$ cat src/rtl/adc_spi_emulator_mc.sv
// Multi-channel simultaneous-sampling serial ADC emulator.
// spi_clk/cs_n are oversampled on clk; {oe,dout} leave through a delay pipe.
`timescale 1ns/1ps
module adc_spi_emulator_mc #(
  parameter int DATA_W    = 10,
  parameter int NUM_CH    = 4,
  parameter int HIZ_BITS  = 2,
  parameter int NULL_BITS = 1,
  parameter int DOUT_DLY  = 7
) (
  input  logic                     clk,
  input  logic                     reset_b,
  input  logic                     spi_clk,
  input  logic                     cs_n,
  input  logic [NUM_CH*DATA_W-1:0] data_in,
  output logic [NUM_CH-1:0]        data_out,
  output logic [NUM_CH-1:0]        data_oe,
  output logic                     frame_done,
  output logic                     frame_err
);

  localparam int TOTAL = HIZ_BITS + NULL_BITS + DATA_W;
  localparam int CW    = $clog2(TOTAL + 1);
  localparam int PW    = 2 * NUM_CH;

  typedef enum logic [2:0] {
    IDLE, HIZ, NULL, DATA, DONE
  } state_t;

  state_t state, state_n;

  logic spi_s1, spi_s2, spi_d;
  logic cs_s1, cs_s2, cs_d;
  logic init_q, armed;
  logic spi_fall, cs_fall, cs_rise;

  logic [CW-1:0]            bit_cnt, cnt_n;
  logic [NUM_CH*DATA_W-1:0] sh;
  logic [NUM_CH-1:0]        oe_r, oe_n;
  logic [NUM_CH-1:0]        dout_r, dout_n;
  logic [NUM_CH-1:0]        in_msb, sh_msb, sh_nxt;
  logic                     load, shift, clr;
  logic                     done_p, err_p;
  logic [PW-1:0]            pipe [DOUT_DLY];

  // armed: a frame may start only after cs_n was really seen high
  always_ff @(posedge clk or negedge reset_b) begin
    if (!reset_b) begin
      spi_s1 <= 1'b0;
      spi_s2 <= 1'b0;
      spi_d  <= 1'b0;
      cs_s1  <= 1'b1;
      cs_s2  <= 1'b1;
      cs_d   <= 1'b1;
      init_q <= 1'b0;
      armed  <= 1'b0;
    end else begin
      spi_s1 <= spi_clk;
      spi_s2 <= spi_s1;
      spi_d  <= spi_s2;
      cs_s1  <= cs_n;
      cs_s2  <= cs_s1;
      cs_d   <= cs_s2;
      init_q <= 1'b1;
      armed  <= armed | (init_q & cs_s1);
    end
  end

  assign spi_fall = spi_d & ~spi_s2;
  assign cs_fall  = cs_d & ~cs_s2 & armed;
  assign cs_rise  = ~cs_d & cs_s2;

  always_comb begin
    for (int k = 0; k < NUM_CH; k++) begin
      in_msb[k] = data_in[k*DATA_W + DATA_W - 1];
      sh_msb[k] = sh[k*DATA_W + DATA_W - 1];
      sh_nxt[k] = sh[k*DATA_W + DATA_W - 2];
    end
  end

  always_comb begin
    state_n = state;
    cnt_n   = bit_cnt;
    oe_n    = oe_r;
    dout_n  = dout_r;
    load    = 1'b0;
    shift   = 1'b0;
    clr     = 1'b0;
    done_p  = 1'b0;
    err_p   = 1'b0;
    if (state != IDLE && cs_rise) begin
      state_n = IDLE;
      oe_n    = '0;
      dout_n  = '0;
      clr     = 1'b1;
      err_p   = (state != DONE);
    end else begin
      unique case (state)
        IDLE: if (cs_fall) begin
          load  = 1'b1;
          cnt_n = '0;
          if (HIZ_BITS > 0) begin
            state_n = HIZ;
            oe_n    = '0;
            dout_n  = '0;
          end else if (NULL_BITS > 0) begin
            state_n = NULL;
            oe_n    = '1;
            dout_n  = '0;
          end else begin
            state_n = DATA;
            oe_n    = '1;
            dout_n  = in_msb;
          end
        end
        HIZ: if (spi_fall) begin
          cnt_n = bit_cnt + CW'(1);
          if (cnt_n == CW'(HIZ_BITS)) begin
            oe_n = '1;
            if (NULL_BITS > 0) begin
              state_n = NULL;
              dout_n  = '0;
            end else begin
              state_n = DATA;
              dout_n  = sh_msb;
            end
          end
        end
        NULL: if (spi_fall) begin
          cnt_n = bit_cnt + CW'(1);
          if (cnt_n == CW'(HIZ_BITS + NULL_BITS)) begin
            state_n = DATA;
            dout_n  = sh_msb;
          end
        end
        DATA: if (spi_fall) begin
          cnt_n = bit_cnt + CW'(1);
          if (cnt_n == CW'(TOTAL)) begin
            state_n = DONE;
            oe_n    = '0;
            dout_n  = '0;
            done_p  = 1'b1;
          end else begin
            shift  = 1'b1;
            dout_n = sh_nxt;
          end
        end
        DONE: ;
        default: state_n = IDLE;
      endcase
    end
  end

  always_ff @(posedge clk or negedge reset_b) begin
    if (!reset_b) begin
      state      <= IDLE;
      bit_cnt    <= '0;
      oe_r       <= '0;
      dout_r     <= '0;
      sh         <= '0;
      frame_done <= 1'b0;
      frame_err  <= 1'b0;
    end else begin
      state      <= state_n;
      bit_cnt    <= cnt_n;
      oe_r       <= oe_n;
      dout_r     <= dout_n;
      frame_done <= done_p;
      frame_err  <= err_p;
      if (load) begin
        sh <= data_in;
      end else if (shift) begin
        for (int k = 0; k < NUM_CH; k++)
          sh[k*DATA_W +: DATA_W] <= sh[k*DATA_W +: DATA_W] << 1;
      end
    end
  end

  // an aborted frame also flushes bits still in flight
  always_ff @(posedge clk or negedge reset_b) begin
    if (!reset_b) begin
      for (int i = 0; i < DOUT_DLY; i++)
        pipe[i] <= '0;
    end else begin
      pipe[0] <= clr ? '0 : {oe_r, dout_r};
      for (int i = 1; i < DOUT_DLY; i++)
        pipe[i] <= clr ? '0 : pipe[i-1];
    end
  end

  assign {data_oe, data_out} = pipe[DOUT_DLY-1];

endmodule

$ cat config.mk
export PLATFORM = sky130hd
export DESIGN_NAME = adc_spi_emulator_mc
export DESIGN_NICKNAME = d
export VERILOG_FILES = /design/src/rtl/adc_spi_emulator_mc.sv
export SDC_FILE = /design/constraint.sdc
export NUM_CORES = 1
export LEC_CHECK = 0
export BUFFER_PORTS_ARGS = -buffer_cell sky130_fd_sc_hd__buf_4
export CORE_UTILIZATION = 51
export CTS_CLUSTER_SIZE = 28
export DETAILED_ROUTE_END_ITERATION = 8
export GPL_TIMING_DRIVEN = 0
export PLACE_DENSITY = 0.82
export SLEW_MARGIN = 10
export SYNTH_ARGS = -nofsm -noshare
export SYNTH_HDL_FRONTEND = slang
export SYNTH_SLANG_ARGS = --single-unit
$ cat constraint.sdc
create_clock -name clk -period 2 [get_ports clk]
set_input_delay 0 -clock clk [delete_from_list [all_inputs] [get_ports clk]]
set_output_delay 0 -clock clk [all_outputs]
set_load 0.005 [all_outputs]
==> results.cfg, run 1 <==
[worst_setup_path]
path_max_fanout = 9
crit_chain = nand2b_1 -> buf_4 -> nand4b_2 -> nor4_4 -> buf_4 -> nor2_4 -> buf_12 -> buf_6 -> nand2_1 -> nand2_1
r2r-end = sh[5]$_DFFE_PN0P_
crit_required_ps = 2250
r2r_cells = 10
cp.arrival_ps = 2400
rrSetupSlack_ps = -150
crit_type = register to register
cpMaxStageDelayCell = dfstp_2
timing.rr.start = cs_d$_DFF_PN1_
worst_setup_path_end_kind = register
worst_setup_path_start_kind = register
max_stage_delay_ps = 560

[timing]
post-route-min-period_ps = 2150
final.setup.worst_slack_ps = -150
finalSetupTns_ps = -3700
max_slew_margin_pct = 44.0
tightest_slew_ps = 840
finalCritPeriodShare_pct = 108
finalClockSkew_ps = 6.91
slew_violations = 0
rsz0062_at_grt = yes
hold_viol = 0
setup_viol = 44
timing.fmax_ghz = 0.465

[detailed_routing]
ant_nets = 0
drt_iter0_drc = 320
vias = 3400
drc = 0
routed_wl_mm = 10.6
wl_per_cell_um = 17.3
dr.pass1.iters = 5
via_per_inst = 5.56

[global_routing]
grt_pass1_wl_mm = 15.7
antenna_found_initial = 0
first_global_vias = 3369
grt_use_total_pct = 24.4
grt_max_degree = 98
grt_overflow = 0

[synthesis]
syn_nets = 424
ys_types = 46
synth.avg_cell_area_um2 = 10.8
synth.yosys.seq_area_share_pct = 59.7
ys_dominant_reg_cell = dfrtp_1
ys_warn_count = 0
synth_xor_area_share_pct = 0
async_flop_share_pct = 100
synth_compound_gate_area_share_pct = 12.4
synthMuxAreaShare_pct = 2.00
synth-edff-count = 0
yosys.area_share.simple_pct = 20.3
synth_area_mm2 = 0.00407
syn-instance-count = 376
synth_top_family_by_area = simple AND/OR/NAND/NOR gates
yosys.area_share.adder_pct = 1.23
synth_seq_cells = 97

[final_layout]
area_growth_pct = 40.0
drive_above_1_share_pct = 34.2
diodes = 0
nets = 552
final_core_util_pct = 73.8

[power_and_ir_drop]
vdd_drop_max_mv = 0.840
p_switching_mw = 2.36
p_int_mw = 4.14
pwr-share-clk_pct = 18.6
p_seq_share_pct = 46.1
cellLeakagePower_nw = 2.72
p_total_mw = 6.51
p_comb_share_pct = 35.4
power_density_mw_per_mm2 = 1140
p_sw_share_pct = 36.3

[floorplanning]
rows = 32
ios = 54
die_y_um = 91.4
die_area_mm2 = 0.00834
die_x_um = 91.4
core_mm2 = 0.00773
initial_core_util_pct = 52.7

[clocking]
htreeDepth = 3
cts_buffers = 9
cts_sinks = 97
clk_pin_slew_ps = 100
cts_buffer_depth = 2
clock-root-buffer = clkbuf_8
insertion_delay_ps = 360
cts_tree = done

[hold_path]
hold_path_class = input pin to asynchronous set/reset pin

[place]
portBuffers = 53
gp_congestion = 0.846
dp_hpwl_mm = 5.04

[outcome]
status = finished with violations
violations = negative setup slack

[job]
maxCapViolCount = 0
==> Yosys cell counts, types with 2 or more instances <==
cell      number  area (um^2)
dfrtp_1       94         2350
dfstp_2        3         78.8
buf_4          9         67.6
o21ai_0       12         60.1
and3_1         4         25.0
or2_1          2         12.5
nor2_1        18         67.6
a22o_1         4         35.0
o22ai_1        3         18.8
nand3b_1       2         15.0
a21oi_1        8         40.0
nor3_1         4         20.0
nand2b_1       3         18.8
nand2_1       81          304
nor2b_1       37          231
clkbuf_1      10         37.5
buf_2          8         40.0
ha_1           4         50.1
a22oi_1       30          225
a221o_1        2         20.0
o31ai_1        3         22.5
nand3_1        3         15.0
mux2_4         4         60.1
inv_1          6         22.5
==> flip-flops by register name (all words and copies together) (netlist names), 3 cells and up <==
| signal | flops |
|---|---|
| sh | 40 |
| pipe | 30 |
| state | 3 |
| data_out | 4 |
| bit_cnt | 4 |
| dout_r | 4 |
==> logic make-up after synthesis <==
family,after synthesis
adder cells (fa/ha/maj),4
other,1
buffers and inverters,34
AND/OR/NAND/NOR,164
multiplexers,6
AO/OA/AOI/OAI,70
flip-flops,97
==> critical path: cells and delay by family, from the launching register on <==
| family | cells | cell delay [ps] |
|---|---|---|
| buf+inv | 4 | 660 |
| flops | 1 | 560 |
| simple gates | 6 | 820 |
==> metrics by stage <==
step	instance area, um^2	instances	worst slack, ps	hold slack, ps
final	5700	611	-150	278
after global routing	5700	611	-248	282
after CTS	5380	599	-138	271
after detailed placement	4640	531	-243	111
after global placement	4640	531	-191	108
after floorplan	4110	376	-93.6	-296
==> worst max-delay path by stage <==
stage | startpoint | end | slack, ps | cells after the start
4_1_cts | bit_cnt[0]$_DFFE_PN0P_ | dout_r[3]$_DFFE_PN0P_ | -140 | 7
3_3_place_gp | cs_d$_DFF_PN1_ | sh[15]$_DFFE_PN0P_ | -190 | 8
6_report | cs_d$_DFF_PN1_ | sh[5]$_DFFE_PN0P_ | -150 | 10
3_5_place_dp | cs_d$_DFF_PN1_ | sh[11]$_DFFE_PN0P_ | -240 | 7
2_1_floorplan | bit_cnt[0]$_DFFE_PN0P_ | dout_r[0]$_DFFE_PN0P_ | -90 | 7
5_1_grt | cs_d$_DFF_PN1_ | sh[38]$_DFFE_PN0P_ | -250 | 10
==> power by group through the flow <==
stage                     logic [mW]  registers [mW]  clock network, mW
after floorplan                 1.27            2.86                  0
after global placement          1.57            2.94                  0
after detailed placement        1.65            2.95                  0
after CTS                       1.88            2.91               1.21
after global routing            2.50            3.05               1.30
final                           2.30            3.00               1.21
==> area by class of cell <==
class	instances	area (um^2)
Tap cell	102	128
Clock inverter	7	61.3
Multi-Input combinational cell	245	1710
Buffer	25	185
Inverter	7	28.8
Clock buffer	9	124
Timing Repair Buffer	119	1030
Fill cell	460	2030
Sequential cell	97	2430
==> metal layers <==
metal	GRT usage, %	vias to the layer above	part of all wire, %
met2	39.9	163	51
met5	0	-	0
li1	-	1519	-
met4	12.2	0	4.1
met1	30.8	1672	39
met3	5.53	46	5.9
==> layout by cell type (no fill, tap or decap), drive strengths merged, types with 4 or more instances in the layout <==
cell / netlist / layout
a21oi: 9 / 9
nor2: 18 / 18
and3: 4 / 4
a22o: 4 / 4
dlygate4sd3: 0 / 43
buf: 17 / 95
nand3: 4 / 4
clkbuf: 10 / 15
mux2: 5 / 5
nor3: 6 / 6
o21ai: 13 / 13
dfrtp: 94 / 94
inv: 7 / 10
a22oi: 30 / 30
nand2: 81 / 81
clkinvlp: 0 / 4
nor2b: 37 / 37
ha: 4 / 4
==> what timing repair did <==
action | CTS | global route
hold buffers | 43 | 0
endpoints found under the hold margin | 136 | 0
cloned | 0 | 3
pin swaps | 4 | 6
setup endpoints to repair | 49 | 65
resized for setup | 15 | 64
buffers inserted | 9 | 13
No activity file was read; power rests on OpenSTA's default activity.
==> run 2: changes to the inputs <==
--- a/config.mk
+++ b/config.mk
@@ -6,11 +6,12 @@
 export NUM_CORES = 1
 export LEC_CHECK = 0
 export BUFFER_PORTS_ARGS = -buffer_cell sky130_fd_sc_hd__buf_4
-export CORE_UTILIZATION = 51
+export CORE_UTILIZATION = 54
+export CTS_BUF_LIST = sky130_fd_sc_hd__clkbuf_2
 export CTS_CLUSTER_SIZE = 28
 export DETAILED_ROUTE_END_ITERATION = 8
 export GPL_TIMING_DRIVEN = 0
-export PLACE_DENSITY = 0.82
+export PLACE_DENSITY = 0.85
 export SLEW_MARGIN = 10
 export SYNTH_ARGS = -nofsm -noshare
 export SYNTH_HDL_FRONTEND = slang
==> run 2 against run 1 <==
  * The run still ends with negative setup slack left
  * Setup slack worse by 63 ps
  * Via count is 3.9% higher
  * Combinational power is 7% higher
  * Routed wire length is 9.9% higher
  * Clock power is 8% lower
  * Register-to-register slack worse by 60 ps
  * First-iteration DRC count is 10% lower
  * Sequential cell count stayed put
  * Non-clock buffer count is 5 lower
  * Highest routed layer unchanged
==> results.cfg, run 2 (synthesis results as in run 1) <==
[detailed_routing]
drc = 0
ant_nets = 0
vias = 3532
drt_iter0_drc = 287
routed_wl_mm = 11.6
wl_per_cell_um = 19.3
via_per_inst = 5.86
dr.pass1.iters = 6

[final_layout]
area_growth_pct = 39.4
final_core_util_pct = 78.2
nets = 547
drive_above_1_share_pct = 37.1
final_cell_mix = dfrtp_1 (92), buf_4 (76), nand2_1 (43), dlygate4sd3_1 (43), nor2b_1 (37)
diodes = 0
layout_commonest_cell = dfrtp_1
largest_reg_flops = 40
top_regs = sh: 40 flops, pipe: 30 flops
largest_register = sh

[clocking]
clk_pin_slew_ps = 280
clock-root-buffer = clkbuf_2
cts_sinks = 97
cts_buffers = 9
insertion_delay_ps = 580
cts_buffer_depth = 2
cts_tree = done
htreeDepth = 3

[floorplanning]
die_y_um = 88.8
die_x_um = 88.8
initial_core_util_pct = 56.1
die_area_mm2 = 0.00789
ios = 54
core_mm2 = 0.00725
rows = 31

[timing]
rsz0062_at_grt = yes
setup_viol = 46
post-route-min-period_ps = 2210
tightest_slew_ps = 851
finalClockSkew_ps = 44.1
slew_violations = 0
max_slew_margin_pct = 43.3
hold_viol = 0
timing.fmax_ghz = 0.452
finalCritPeriodShare_pct = 111
final.setup.worst_slack_ps = -214

[place]
portBuffers = 53
gp_congestion = 0.884
dp_hpwl_mm = 5.21

[worst_setup_path]
worst_setup_path_end_kind = register
cp.arrival_ps = 2700
crit_type = register to register
path_max_fanout = 4
crit_required_ps = 2480
worst_setup_path_start_kind = register

[global_routing]
grt_use_total_pct = 26.9
first_global_vias = 3350
grt_max_degree = 98
grt_overflow = 0
grt_pass1_wl_mm = 15.8
antenna_found_initial = 0

[power_and_ir_drop]
p_total_mw = 6.64
power_density_mw_per_mm2 = 1170
cellLeakagePower_nw = 2.71
vdd_drop_max_mv = 0.811

[outcome]
violations = negative setup slack
status = finished with violations

[hold_path]
hold_path_class = input pin to asynchronous set/reset pin

[job]
maxCapViolCount = 0
[run 2: cell types whose count changed in the layout (fill, tap and decap cells not counted), moves of 3 or more]
cell        before  now
nand2_1         79   43
nand2_2          2   29
a22oi_1         11   26
a22oi_2         19    4
clkbuf_2         3   14
clkbuf_8         9    0
nand2_4          0    9
buf_6           11    6
clkinvlp_4       4    0
buf_4           79   76
[run 2: worst max-delay path: stages (launching register included)]
cell and delay, ps:
dfrtp_2 510, inv_2 80, ha_4 120, inv_2 50, or4b_4 520, o311ai_4 120
nand3_4 130, a21oi_4 250, mux2_4 330
[run 2: per-layer routing]
layer	part of all wire, %	GRT usage (%)	vias up	wire, um
li1	-	-	1514	-
met1	36	32.5	1742	4190
met2	53	45.8	214	6150
met3	6.1	7.65	62	713
met4	5.1	10.7	0	597
met5	0	0	-	0
[run 2: worst paths after layout]
path | from | depth (start not counted) | slack [ps] | endpoint
worst max-delay path | bit_cnt[1]$_DFFE_PN0P_ | 8 | -210 | dout_r[3]$_DFFE_PN0P_
min in group clk | cs_n | 2 | 60 | cs_s1$_DFF_PN1_
worst min register to register | cs_s1$_DFF_PN1_ | 0 | 370 | cs_s2$_DFF_PN1_
max in group asynchronous | reset_b | 2 | 1340 | bit_cnt[0]$_DFFE_PN0P_
worst max register to register | bit_cnt[1]$_DFFE_PN0P_ | 8 | -210 | dout_r[3]$_DFFE_PN0P_
worst min-delay path | reset_b | 2 | 20 | bit_cnt[2]$_DFFE_PN0P_
[run 2: cell type report]
cell class	count	area [um^2]
Clock buffer	9	45.0
Inverter	7	26.3
Clock inverter	7	93.8
Multi-Input combinational cell	245	1770
Timing Repair Buffer	113	988
Fill cell	381	1580
Tap cell	99	124
Sequential cell	97	2430
Buffer	26	193
[run 2: power by group]
part / internal [mW] / total (mW) / leakage [nW] / switching [mW]
Clock: 0.416 / 1.11 / 0.0816 / 0.689
Combinational: 1.14 / 2.45 / 1.39 / 1.31
Sequential: 2.57 / 3.09 / 1.24 / 0.518
Total: 4.13 / 6.64 / 2.71 / 2.52
[run 2: repair_timing]
item	in CTS	in global routing
gates cloned	0	3
hold buffers	43	0
buffers inserted	9	7
hold endpoints to repair	136	0
setup endpoints to repair	59	82
resized for setup	25	80
pin swaps	5	15
[run 2: metrics by stage]
| stage | hold slack (ps) | area, um^2 | TNS [ps] | cells | setup slack, ps |
|---|---|---|---|---|---|
| 5_1_grt | 23.7 | 5680 | -11380 | 603 | -312 |
| 6_report | 19.7 | 5680 | -5660 | 603 | -214 |
| 4_1_cts | 36.6 | 5360 | -1420 | 596 | -189 |
| 3_5_place_dp | 111 | 4630 | -11080 | 528 | -311 |
| 2_1_floorplan | -296 | 4110 | -374 | 376 | -93.6 |
| 3_3_place_gp | 108 | 4630 | -8000 | 528 | -235 |
==> run 3: changes to the inputs <==
--- a/config.mk
+++ b/config.mk
@@ -6,12 +6,14 @@
 export NUM_CORES = 1
 export LEC_CHECK = 0
 export BUFFER_PORTS_ARGS = -buffer_cell sky130_fd_sc_hd__buf_4
-export CORE_UTILIZATION = 54
+export CAP_MARGIN = 10
+export CORE_UTILIZATION = 30
 export CTS_BUF_LIST = sky130_fd_sc_hd__clkbuf_2
+export CTS_CLUSTER_DIAMETER = 80
 export CTS_CLUSTER_SIZE = 28
 export DETAILED_ROUTE_END_ITERATION = 8
 export GPL_TIMING_DRIVEN = 0
-export PLACE_DENSITY = 0.85
+export PLACE_DENSITY = 0.56
 export SLEW_MARGIN = 10
 export SYNTH_ARGS = -nofsm -noshare
 export SYNTH_HDL_FRONTEND = slang
==> run 3 against run 2 <==
  * The run still ends with negative setup slack left
  * Sequential cell count unchanged
  * Design area shrank 1.0%
  * Setup slack improved by 90 ps
  * Register-to-register slack better by 90 ps
  * Sequential power decreased by 6%
  * Combinational power decreased by 18%
  * Largest cell class unchanged
  * Clock skew down 11 ps
==> results.cfg, run 3 (synthesis results as in run 1) <==
[final_layout]
drive_above_1_share_pct = 29.4
final_cell_mix = dfrtp_1 (92), nand2_1 (79), buf_4 (71)
largest_register = sh
n_fill_cell = 1291
largest_reg_flops = 40
top_regs = sh: 40 flops, pipe: 30 flops
layout_commonest_cell = dfrtp_1
area_growth_pct = 38.0
nets = 546
diodes = 0

[timing]
timing.fmax_ghz = 0.471
final.setup.worst_slack_ps = -124
max_slew_margin_pct = 64.6
finalCritPeriodShare_pct = 106
finalSetupTns_ps = -644
tightest_slew_ps = 526
post-route-min-period_ps = 2120
slew_violations = 0
finalClockSkew_ps = 32.7
rsz0062_at_grt = yes
setup_viol = 8
hold_viol = 0

[power_and_ir_drop]
vdd_drop_max_mv = 0.604
power_density_mw_per_mm2 = 1070
p_total_mw = 6.00
p_int_mw = 3.97
pwr-share-clk_pct = 17.9
cellLeakagePower_nw = 2.68
p_switching_mw = 2.04
p_comb_share_pct = 33.5
p_sw_share_pct = 33.9
p_seq_share_pct = 48.6

[clocking]
cts_buffers = 9
clk_pin_slew_ps = 280
cts_sinks = 97
cts_tree = done
cts_buffer_depth = 2
clock-root-buffer = clkbuf_2
insertion_delay_ps = 580
htreeDepth = 3

[place]
pre_cts_ws_ps = -351
dp_hpwl_mm = 5.34
portBuffers = 53
gp_congestion = 0.748

[worst_setup_path]
r2r_cells = 8
crit_required_ps = 2510
worst_setup_path_end_kind = register
cpMostUsedCell = inv_2
rrSetupSlack_ps = -120
crit_type = register to register
crit_family = simple AND/OR/NAND/NOR gates
cpMaxStageDelayCell = or4b_4
cp.arrival_ps = 2630
path_buf_inv = 2
path_max_fanout = 4
crit_chain = inv_2 -> ha_4 -> inv_2 -> or4b_4 -> o311ai_4 -> nand3_4 -> a21oi_4 -> mux2_4
worst_setup_path_start_kind = register
max_stage_delay_ps = 520
timing.rr.start = bit_cnt[1]$_DFFE_PN0P_
r2r-end = dout_r[2]$_DFFE_PN0P_

[hold_path]
whs_path_depth = 4
min_from = data_in[3]
hold_path_class = input pin to register
hold_end = sh[3]$_DFFE_PN0P_

[floorplanning]
die_area_mm2 = 0.0140
core_mm2 = 0.0132
ios = 54
rows = 42
die_y_um = 118
initial_core_util_pct = 30.7
die_x_um = 118

[detailed_routing]
ant_nets = 0
routed_wl_mm = 8.72
drt_iter0_drc = 178
wl_per_cell_um = 12.8
via_per_inst = 4.50
drc = 0
vias = 3057
dr.pass1.iters = 5

[global_routing]
grt_pass1_wl_mm = 14.4
grt_overflow = 0
first_global_vias = 3050
grt_use_total_pct = 13.0
antenna_found_initial = 0
grt_max_degree = 98

[job]
maxCapViolCount = 0

[outcome]
violations = negative setup slack
status = finished with violations
==> run 3: power groups by stage <==
stage / combinational [mW] / sequential [mW] / clock, mW
final: 2.01 / 2.92 / 1.07
after global routing: 2.23 / 2.99 / 1.21
after CTS: 1.90 / 2.91 / 1.12
after detailed placement: 1.65 / 2.97 / 0
after global placement: 1.59 / 2.95 / 0
after floorplan: 1.27 / 2.86 / 0
==> run 3: worst max-delay path by stage <==
stage	cells after the start	from	slack [ps]	endpoint
4_1_cts	7	bit_cnt[0]$_DFFE_PN0P_	-150	dout_r[2]$_DFFE_PN0P_
2_1_floorplan	7	bit_cnt[0]$_DFFE_PN0P_	-90	dout_r[0]$_DFFE_PN0P_
3_5_place_dp	8	cs_d$_DFF_PN1_	-350	sh[9]$_DFFE_PN0P_
3_3_place_gp	8	cs_d$_DFF_PN1_	-280	sh[14]$_DFFE_PN0P_
6_report	8	bit_cnt[1]$_DFFE_PN0P_	-120	dout_r[2]$_DFFE_PN0P_
5_1_grt	8	bit_cnt[1]$_DFFE_PN0P_	-200	dout_r[0]$_DFFE_PN0P_
==> run 3: what timing repair did <==
item / CTS / global route
endpoints found under the setup margin: 49 / 77
cloned: 0 / 0
gates resized for setup: 18 / 28
hold endpoints to repair: 136 / 16
pin swaps: 4 / 4
setup buffers: 9 / 3
hold buffers: 43 / 3
==> run 3: layout make-up <==
cell class	count	area [um^2]	share of cell area, %
well taps	176	220	3.92
clock buffers	9	45.0	0.802
multi-input cells	245	1630	29.1
flip-flops and latches	97	2430	43.3
clock inverters	7	95.1	1.69
repair buffers	112	983	17.5
plain buffers	26	181	3.23
inverters	7	26.3	0.468
==> run 3: layer usage <==
layer	routed length (um)	vias to the layer above	share of wire, %	global-route usage, %
met3	372	5	4.3	4.25
li1	-	1505	-	-
met2	4390	64	50	22.4
met4	78	0	0.89	3.01
met1	3880	1483	45	15.7
met5	0	-	0	0
==> run 3: worst reg2reg max path: cells and delay by family (launching register included) <==
| family | cells | cell delay [ps] |
|---|---|---|
| buffers and inverters | 2 | 120 |
| DFF | 1 | 510 |
| adders and majority gates | 1 | 120 |
| and+or+nand+nor | 2 | 650 |
| AOI/OAI and AO/OA | 2 | 340 |
| muxes | 1 | 320 |
==> run 3: through the flow <==
| step | hold WS (ps) | instances | area, um^2 | utilization, % |
|---|---|---|---|---|
| after global routing | 86.3 | 679 | 5620 | 42.4 |
| after global placement | 110 | 605 | 4730 | 35.7 |
| after CTS | 13.8 | 673 | 5440 | 41.0 |
| after floorplan | -296 | 376 | 4110 | - |
| after detailed placement | 111 | 605 | 4730 | 35.7 |
| final | 160 | 679 | 5620 | 42.4 |
